### src/rtl/neuron_config_loader_pkg.sv
// Shared definitions for the neuron configuration loader: header layout,
// record kinds, loader states and the header decode helper.
package nn_cfg_pkg;

    // Record kind carried in the top two bits of every header word
    typedef enum logic [1:0] {
        KIND_WEIGHT = 2'b00,
        KIND_BIAS   = 2'b01,
        KIND_RSVD   = 2'b10,
        KIND_END    = 2'b11
    } cfg_kind_e;

    // Header field bit positions
    localparam int unsigned HdrKindMsb   = 31;
    localparam int unsigned HdrKindLsb   = 30;
    localparam int unsigned HdrLayerMsb  = 29;
    localparam int unsigned HdrLayerLsb  = 24;
    localparam int unsigned HdrNeuronMsb = 23;
    localparam int unsigned HdrNeuronLsb = 16;
    localparam int unsigned HdrCountMsb  = 15;
    localparam int unsigned HdrCountLsb  = 0;

    typedef enum logic [2:0] {
        StHeader,
        StWeight,
        StBias,
        StDone,
        StError
    } loader_state_e;

    typedef struct packed {
        cfg_kind_e   kind;
        logic [5:0]  layer;
        logic [7:0]  neuron;
        logic [15:0] count;
    } cfg_hdr_t;

    function automatic cfg_hdr_t decode_header(input logic [31:0] word);
        cfg_hdr_t hdr;
        hdr.kind   = cfg_kind_e'(word[HdrKindMsb:HdrKindLsb]);
        hdr.layer  = word[HdrLayerMsb:HdrLayerLsb];
        hdr.neuron = word[HdrNeuronMsb:HdrNeuronLsb];
        hdr.count  = word[HdrCountMsb:HdrCountLsb];
        return hdr;
    endfunction

endpackage

### src/rtl/neuron_config_loader_if.sv
// Input word stream plus the broadcast neuron configuration bus.
// master: the loader (consumes the stream, drives the config bus).
// slave:  the environment (config source and the neuron array).
interface neuron_config_loader_if;

    logic [31:0] s_data;
    logic        s_valid;
    logic        s_ready;
    logic        weightValid;
    logic        weightWriteEn;
    logic [31:0] weightData;
    logic        biasWriteEn;
    logic [31:0] biasData;
    logic [31:0] config_layer_number;
    logic [31:0] config_neuron_number;
    logic        busy;
    logic        done;
    logic        error;

    modport master (
        input  s_data, s_valid,
        output s_ready, weightValid, weightWriteEn, weightData, biasWriteEn, biasData,
               config_layer_number, config_neuron_number, busy, done, error
    );

    modport slave (
        output s_data, s_valid,
        input  s_ready, weightValid, weightWriteEn, weightData, biasWriteEn, biasData,
               config_layer_number, config_neuron_number, busy, done, error
    );

endinterface

### src/rtl/neuron_config_loader.sv
// Decodes a framed word stream into weight/bias write strobes on the shared
// neuron configuration bus. Every output is a register.
module neuron_config_loader
    import nn_cfg_pkg::*;
#(
    parameter int unsigned numLayers  = 4,
    parameter int unsigned maxWeights = 784,
    parameter int unsigned dataWidth  = 32
) (
    input logic                  clk,
    input logic                  reset,
    neuron_config_loader_if.master bus
);

    loader_state_e        r_state;
    logic                 r_ready;
    logic                 r_weight_valid;
    logic [dataWidth-1:0] r_weight_data;
    logic                 r_bias_we;
    logic [dataWidth-1:0] r_bias_data;
    logic [5:0]           r_layer;
    logic [7:0]           r_neuron;
    logic [15:0]          r_count;
    logic                 r_busy;
    logic                 r_done;
    logic                 r_error;

    logic [dataWidth-1:0] w_word;
    cfg_hdr_t             w_hdr;
    logic                 w_xfer;
    logic                 w_layer_ok;
    logic                 w_weight_ok;
    logic                 w_bias_ok;

    assign w_word      = bus.s_data;
    assign w_hdr       = decode_header(bus.s_data);
    assign w_xfer      = bus.s_valid & r_ready;
    assign w_layer_ok  = 32'(w_hdr.layer) < numLayers;
    assign w_weight_ok = (w_hdr.count != 16'd0) && (32'(w_hdr.count) <= maxWeights);
    assign w_bias_ok   = (w_hdr.count == 16'd1);

    // Loader FSM with all outputs registered alongside the state
    always_ff @(posedge clk) begin
        if (reset) begin
            r_state        <= StHeader;
            r_ready        <= 1'b0;
            r_weight_valid <= 1'b0;
            r_weight_data  <= '0;
            r_bias_we      <= 1'b0;
            r_bias_data    <= '0;
            r_layer        <= '0;
            r_neuron       <= '0;
            r_count        <= '0;
            r_busy         <= 1'b0;
            r_done         <= 1'b0;
            r_error        <= 1'b0;
        end else begin
            r_weight_valid <= 1'b0;
            r_bias_we      <= 1'b0;
            unique case (r_state)
                StHeader: begin
                    r_ready <= 1'b1;
                    if (w_xfer) begin
                        if (w_hdr.kind == KIND_WEIGHT && w_weight_ok && w_layer_ok) begin
                            r_layer  <= w_hdr.layer;
                            r_neuron <= w_hdr.neuron;
                            r_count  <= w_hdr.count;
                            r_busy   <= 1'b1;
                            r_state  <= StWeight;
                        end else if (w_hdr.kind == KIND_BIAS && w_bias_ok && w_layer_ok) begin
                            r_layer  <= w_hdr.layer;
                            r_neuron <= w_hdr.neuron;
                            r_busy   <= 1'b1;
                            r_state  <= StBias;
                        end else if (w_hdr.kind == KIND_END) begin
                            r_done  <= 1'b1;
                            r_ready <= 1'b0;
                            r_state <= StDone;
                        end else begin
                            r_error <= 1'b1;
                            r_ready <= 1'b0;
                            r_state <= StError;
                        end
                    end
                end
                StWeight: begin
                    if (w_xfer) begin
                        r_weight_valid <= 1'b1;
                        r_weight_data  <= w_word;
                        r_count        <= r_count - 16'd1;
                        if (r_count == 16'd1) begin
                            r_busy  <= 1'b0;
                            r_state <= StHeader;
                        end
                    end
                end
                StBias: begin
                    if (w_xfer) begin
                        r_bias_we   <= 1'b1;
                        r_bias_data <= w_word;
                        r_busy      <= 1'b0;
                        r_state     <= StHeader;
                    end
                end
                StDone, StError: begin
                    r_ready <= 1'b0;
                end
                default: begin
                    // Unreachable encodings park in the error state
                    r_error <= 1'b1;
                    r_ready <= 1'b0;
                    r_busy  <= 1'b0;
                    r_state <= StError;
                end
            endcase
        end
    end

    assign bus.s_ready              = r_ready;
    assign bus.weightValid          = r_weight_valid;
    assign bus.weightWriteEn        = r_weight_valid;
    assign bus.weightData           = r_weight_data;
    assign bus.biasWriteEn          = r_bias_we;
    assign bus.biasData             = r_bias_data;
    assign bus.config_layer_number  = {26'd0, r_layer};
    assign bus.config_neuron_number = {24'd0, r_neuron};
    assign bus.busy                 = r_busy;
    assign bus.done                 = r_done;
    assign bus.error                = r_error;

endmodule

### src/flat_wrapper.sv
// flat-port wrapper written by rule: the top's interface ports become plain ports
module neuron_config_loader_flat import nn_cfg_pkg::*;
#(
    parameter int unsigned numLayers  = 4,
    parameter int unsigned maxWeights = 784,
    parameter int unsigned dataWidth  = 32
)
  (clk, reset, bus_s_data, bus_s_valid, bus_s_ready, bus_weightValid, bus_weightWriteEn, bus_weightData, bus_biasWriteEn, bus_biasData, bus_config_layer_number, bus_config_neuron_number, bus_busy, bus_done, bus_error);
  neuron_config_loader_if bus_i ();
  input logic clk;
  input logic reset;
  input wire logic [$bits(bus_i.s_data)-1:0] bus_s_data;
  input wire logic [$bits(bus_i.s_valid)-1:0] bus_s_valid;
  output wire logic [$bits(bus_i.s_ready)-1:0] bus_s_ready;
  output wire logic [$bits(bus_i.weightValid)-1:0] bus_weightValid;
  output wire logic [$bits(bus_i.weightWriteEn)-1:0] bus_weightWriteEn;
  output wire logic [$bits(bus_i.weightData)-1:0] bus_weightData;
  output wire logic [$bits(bus_i.biasWriteEn)-1:0] bus_biasWriteEn;
  output wire logic [$bits(bus_i.biasData)-1:0] bus_biasData;
  output wire logic [$bits(bus_i.config_layer_number)-1:0] bus_config_layer_number;
  output wire logic [$bits(bus_i.config_neuron_number)-1:0] bus_config_neuron_number;
  output wire logic [$bits(bus_i.busy)-1:0] bus_busy;
  output wire logic [$bits(bus_i.done)-1:0] bus_done;
  output wire logic [$bits(bus_i.error)-1:0] bus_error;
  assign bus_i.s_data = bus_s_data;
  assign bus_i.s_valid = bus_s_valid;
  assign bus_s_ready = bus_i.s_ready;
  assign bus_weightValid = bus_i.weightValid;
  assign bus_weightWriteEn = bus_i.weightWriteEn;
  assign bus_weightData = bus_i.weightData;
  assign bus_biasWriteEn = bus_i.biasWriteEn;
  assign bus_biasData = bus_i.biasData;
  assign bus_config_layer_number = bus_i.config_layer_number;
  assign bus_config_neuron_number = bus_i.config_neuron_number;
  assign bus_busy = bus_i.busy;
  assign bus_done = bus_i.done;
  assign bus_error = bus_i.error;
  neuron_config_loader #(.numLayers(numLayers), .maxWeights(maxWeights), .dataWidth(dataWidth)) u_core (.clk(clk), .reset(reset), .bus(bus_i));
endmodule
### config.mk
export PLATFORM = sky130hd
export DESIGN_NAME = neuron_config_loader_flat
export DESIGN_NICKNAME = d
export VERILOG_FILES = /design/src/rtl/neuron_config_loader_pkg.sv /design/src/rtl/neuron_config_loader_if.sv /design/src/rtl/neuron_config_loader.sv /design/src/flat_wrapper.sv
export SDC_FILE = /design/constraint.sdc
export NUM_CORES = 1
export LEC_CHECK = 0
export BUFFER_PORTS_ARGS = -buffer_cell sky130_fd_sc_hd__buf_2
export CORE_MARGIN = 8
export CORE_UTILIZATION = 35
export DETAILED_ROUTE_END_ITERATION = 10
export GPL_TIMING_DRIVEN = 0
export PLACE_DENSITY = 0.62
export SLEW_MARGIN = 10
export SYNTH_ARGS = -nofsm -noshare
export SYNTH_HDL_FRONTEND = slang
export SYNTH_SLANG_ARGS = --single-unit
### constraint.sdc
create_clock -name clk -period 2.3 [get_ports clk]
set_input_delay 0.115 -clock clk [delete_from_list [all_inputs] [get_ports clk]]
set_output_delay 0.115 -clock clk [all_outputs]
set_load 0.05 [all_outputs]
Yosys cells after proc, flatten, opt, wreduce, memory -nomap -nowiden
Index checks and enable logic that the tools add are counted.
W data, S select, Z words.
- equality and inequality tests: 17
- order comparisons: 2
- reductions and logical operators: 23
- muxes and demuxes: 33
- $add $sub $neg: 1
- bitwise operators: 7
- operators with widths (kind ; number):
    $mux W16 ; 3
    $eq A16 B1 Y1 const B ; 2
    $pmux W16 S2 ; 1
    $mux W3 ; 7
    $le A16 B10 Y1 const B ; 1
    $mux W8 ; 2
    $reduce_bool A16 Y1 ; 1
    $sub A16 B1 Y16 const B ; 1
    $reduce_and A5 Y1 ; 3
    $mux W1 ; 14
    $mux W6 ; 2
    $pmux W3 S4 ; 1
    $ne A2 B1 Y1 const B ; 5
    $reduce_or A2 Y1 ; 4
    $eq A3 B2 Y1 const B ; 2
    $lt A6 B3 Y1 const B ; 1
    $ne A2 B2 Y1 const B ; 3
    $not A1 Y1 ; 6
    $reduce_and A6 Y1 ; 1
    $logic_and A1 B1 Y1 ; 5
    $pmux W1 S2 ; 2
    $pmux W1 S4 ; 1
    $reduce_and A2 Y1 ; 2
    $reduce_and A4 Y1 ; 1
    other kinds (11) ; 12
- logic and storage cells: 95
- input port bits: 35
- register bits after elaboration: 103

Logic depth before layout (Yosys ltp)
- depth in word-level cells: 7
- depth in mapped cells: 8

Least setup slack after synthesis
OpenSTA, ideal clock, no wires.
- path type: register to register
- start: register u_core.r_ready, in the netlist u_core.bus.s_ready
- end: register u_core.r_count[10]
- path buffers: 1
- path slack: 0.210 ns
- cell stages (with the launch flop): 7
- data required time: 2.166 ns
- library setup time: 0.134 ns
- data arrival time: 1.955 ns
- path through: dfxtp_1 -> nand3b_1 -> nor3_1 -> o22ai_1 -> buf_4 -> o311ai_0 -> o31ai_1
- longest elaborated chain between the ends: 3
- elaborated cells on any way between the ends: 4
- RTL lines (item ; RTL line ; source):
    start, declared ; neuron_config_loader.sv:16 ; logic r_ready;
    start signal, assigned ; neuron_config_loader.sv:46 ; r_ready <= 1'b0;
    start signal, assigned ; neuron_config_loader.sv:62 ; r_ready <= 1'b1;
    start signal, assigned ; neuron_config_loader.sv:77 ; r_ready <= 1'b0;
    $and A1 B1 Y1 * ; neuron_config_loader.sv:37 ; assign w_xfer = bus.s_valid & r_ready;
    $ne A2 B1 Y1 (no line) ; n/a ;
    $reduce_and A4 Y1 (no line) * ; n/a ;
    end signal, assigned ; neuron_config_loader.sv:67 ; r_count <= w_hdr.count;
    end signal, assigned ; neuron_config_loader.sv:90 ; r_count <= r_count - 16'd1;
    end, declared ; neuron_config_loader.sv:23 ; logic [15:0] r_count;
Every way passes the cells marked *; elsewhere a longest branch is shown, timed or not.
A chain may end at the register's enable or synchronous reset.

Final worst setup path
- start: register u_core.r_state[2]
- end: register u_core.r_count[14]
- longest elaborated chain between the ends: 3
- elaborated cells on any way between the ends: 8
- RTL lines (item ; RTL line ; source):
    start, declared ; neuron_config_loader.sv:15 ; loader_state_e r_state;
    start signal, assigned ; neuron_config_loader.sv:45 ; r_state <= StHeader;
    start signal, assigned ; neuron_config_loader.sv:69 ; r_state <= StWeight;
    start signal, assigned ; neuron_config_loader.sv:74 ; r_state <= StBias;
    $eq A3 B1 Y1 / $logic_not A3 Y1 (equally long branches) ; neuron_config_loader.sv:60 ; unique case (r_state)
    $ne A2 B1 Y1 (no line) / $reduce_bool A2 Y1 (equally long branches) ; n/a ;
    $reduce_and A4 Y1 (no line) ; n/a ;
Parallel ways exist; a longest one is shown, timed or not.

==> impl_summary.log <==
INFO  metric synth_top_flop_cell = sky130_fd_sc_hd__dfxtp_1
INFO  metric numClockSinks = 103
INFO  metric detailed_place_hpwl = 11700 um
INFO  metric yosysUniqueCellTypes = slightly below 60
INFO  metric mostFrequentLayoutCell = sky130_fd_sc_hd__nand2_1
INFO  metric floorplan.core_area = about 13000 um2
INFO  metric fillCellCount = 1404
INFO  metric drive_gt1_share = 27.9%
INFO  metric num_io_pins = 170
INFO  metric drt_drc_violations_left = 0
INFO  metric post-route-worst-setup-slack = 0.153 ns
INFO  metric clk_path_buf_depth = 2
INFO  metric numPlacedInstances = 942
INFO  metric synth.yosys.seq_area_share = 43.1%
INFO  metric fin_worst_skew = 0.00942 ns
INFO  metric timing.max_cap.violations = 0
INFO  metric cts.hold.buffers_added = 0
INFO  metric detailedRoute.firstPassIterationCount = 6
INFO  metric timing_hold_violations_final = 0
INFO  metric final_min_period_over_clock_period = 93.3%
INFO  metric dr.first_iter.drc_count = 239
INFO  metric antenna_violations_before_repair = 0
INFO  metric slew_headroom = 50.9%
INFO  metric via_count = 4626
INFO  metric floorplan.die.height = 133 um
INFO  metric ctsRootBufferMaster = sky130_fd_sc_hd__clkbuf_16
INFO  metric grt_max_degree = 18
INFO  metric floorplan.initialDensity = 36.0%
INFO  metric cp_max_fo = 10
INFO  metric number_of_placement_rows = 42
INFO  metric static-leakage-power = 2.71 nW
INFO  metric outcome = complete, no violations
INFO  metric endpoint_kind = flip-flop
INFO  metric cp-start-kind = flip-flop
INFO  metric p_total = 4.25 mW
INFO  metric netlist_area = 4790 um2
INFO  metric syn_inst = 598
INFO  metric totalWireLength = 15300 um
INFO  metric timing.critical_path.arrival = 2.39 ns
INFO  metric antenna_cells = 0
INFO  metric post-place-ws = -0.0795 ns
INFO  metric cp.required = 2.55 ns
INFO  metric final-setup-viol-count = 0
INFO  metric tritoncts = done
INFO  metric numCtsBuffers = 9
INFO  metric post_drt_via_cell_ratio = 4.83
INFO  metric number_of_pins_exceeding_their_max_slew_limit_in_the_final_report = 0
INFO  metric die_area = roughly 18000 um2
INFO  metric grt_pass1_wl = between 20000 and 25000 um
INFO  metric async_flop_share = 0%
INFO  metric antenna_violating_nets_post_route = 0
INFO  metric ys_ff_latch = 103
INFO  metric grt.total_usage = 16.5%
INFO  metric setup_repair_after_global_routing_missed_its_margin = false
INFO  metric ir_worst_vdd = 0.462 mV
INFO  metric timing_worst_slew_pin_value = 0.729 ns
INFO  metric max_clock_freq = 466 MHz
INFO  metric io_buffer_count = 119
INFO  metric finish.net_count = 814
INFO  metric clkTransAtPathRegs = 0.07 ns
INFO  metric layout_min_cycle_time = 2.15 ns
INFO  metric areaGrowthSynthToFinish = 29.4%
INFO  metric timing.setup.critical_path_class = reg2reg
INFO  metric worstSkewPairLatency = 0.34 ns
INFO  metric syn_area_per_cell = 8.01 um2
INFO  metric routedWlPerCell = 16.0 um
INFO  metric grt_pass1_vias = between 4000 and 5000
INFO  metric ctsHtreeMaxLevel = 3
INFO  metric finalWeightedCongestion = between 0.8 and 0.9
INFO  metric gr-total-overflow = 0
INFO  metric synth_warnings = 0
INFO  metric number_of_flops_mapped_to_enable_cells_by_yosys = 0
INFO  metric cellPowerDensity = 686 nW/um2
INFO  metric die_w = between 100 and 150 um
INFO  metric layout.cells.most_common_list = sky130_fd_sc_hd__nand2_1, sky130_fd_sc_hd__buf_2, sky130_fd_sc_hd__dfxtp_1, sky130_fd_sc_hd__a21oi_1, sky130_fd_sc_hd__buf_4
INFO  metric timing.hold.worst.class = in2reg
INFO  metric post_layout_nonfiller_instances = 958
[cell type report]
| type | instances | area, um2 | area share (%) |
|---|---|---|---|
| plain buffers | 90 | 598 | 9.65 |
| inverters | 10 | 37.5 | 0.606 |
| clock buffers | 9 | 225 | 3.63 |
| clock inverters | 7 | 143 | 2.30 |
| flip-flops and latches | 103 | 2060 | 33.3 |
| repair buffers | 120 | 603 | 9.73 |
| well taps | 176 | 220 | 3.55 |
| multi-input cells | 443 | 2310 | 37.2 |
[sequential cells by signal, indices dropped and copies added (netlist names)]
register and flops:
u_core.bus.weightValid 1, u_core.r_layer 6, u_core.bus.busy 1, u_core.bus.s_ready 1
u_core.bus.biasWriteEn 1, u_core.r_count 16, u_core.r_state 3, u_core.bus.done 1
u_core.bus.biasData 32, u_core.r_neuron 8, u_core.bus.error 1, u_core.bus.weightData 32
[routing by layer]
layer | routed length [um] | global-route usage, %
met5 | 0 | 0
met1 | 6480 | 20.0
met2 | 6980 | 26.0
met4 | 237 | 4.67
met3 | 1640 | 7.23
[synth_stat cells, drive strengths merged (3+ instances only)]
library cell,count,area share (%)
nand3,5,0.63
o21ai,10,1.0
o311ai,12,2.2
inv,9,0.71
a22oi,3,0.47
buf,63,9.9
nor4,9,1.6
nand2,158,12
a21oi,88,9.4
nor3,13,1.4
or3,3,0.39
nor3b,5,0.89
o31ai,14,2.2
and3,6,0.81
clkbuf,28,2.6
mux2i,11,2.3
dfxtp,103,43
nor2,23,2.1
a31oi,3,0.39
[metrics by stage]
| step | util (%) | area (um2) | TNS (ns) | hold WS, ns |
|---|---|---|---|---|
| floorplan | - | 4970 | 0 | 0.248 |
| global placement | 43.5 | 5790 | -0.0856 | 0.386 |
| detailed placement | 43.5 | 5790 | -0.139 | 0.388 |
| CTS | 46.3 | 6150 | 0 | 0.0148 |
| global route | 46.6 | 6200 | 0 | 0.0155 |
| finish | 46.6 | 6200 | 0 | 0.0324 |
[cells by family (layout without fill, tap and decap cells)]
group,count (synthesis),after routing,synth area share (%)
flip-flops,103,103,43.1
other,1,50,0.0783
buffers and inverters,101,236,13.3
adder cells (fa/ha/maj),2,2,0.522
multiplexers,11,11,2.30
XOR/XNOR,1,1,0.183
AO/OA/AOI/OAI,144,144,18.2
AND/OR/NAND/NOR,235,235,22.4
[report_power, final]
group	internal, mW	total (mW)	leakage [nW]	switching, mW
clock	1.18	1.87	0.180	0.694
combinational	0.154	0.572	1.69	0.418
sequential	1.80	1.81	0.831	0.00936
[critical path, cell delays in order (launching register included)]
cell                      delay (ns)
sky130_fd_sc_hd__dfxtp_1        0.31
sky130_fd_sc_hd__buf_6          0.13
sky130_fd_sc_hd__or3b_4         0.44
sky130_fd_sc_hd__o21ai_1        0.23
sky130_fd_sc_hd__o22a_1         0.25
sky130_fd_sc_hd__nand2_1        0.15
sky130_fd_sc_hd__buf_2          0.24
sky130_fd_sc_hd__o31ai_1        0.29
[what timing repair did]
action,in CTS,in global routing
setup buffers,0,1
setup endpoints to repair,2,24
hold endpoints to repair,0,0
resized for setup,0,14
pin swaps,1,2
[path summary, 6_finish.rpt]
| path | startpoint | end | slack (ns) | cells after the start |
|---|---|---|---|---|
| worst max-delay path | u_core.r_state[2]$_SDFFE_PP0P_ | u_core.r_count[14]$_SDFFE_PP0P_ | 0.15 | 7 |
| worst max register to register | u_core.r_state[2]$_SDFFE_PP0P_ | u_core.r_count[14]$_SDFFE_PP0P_ | 0.15 | 7 |
| worst min register to register | u_core.bus.biasData[9]$_SDFFE_PP0P_ | u_core.bus.biasData[9]$_SDFFE_PP0P_ | 0.45 | 2 |
| worst min-delay path | bus_s_data[29] | u_core.bus.weightData[29]$_SDFFE_PP0P_ | 0.03 | 3 |
(Power assumes the default switching activity.)
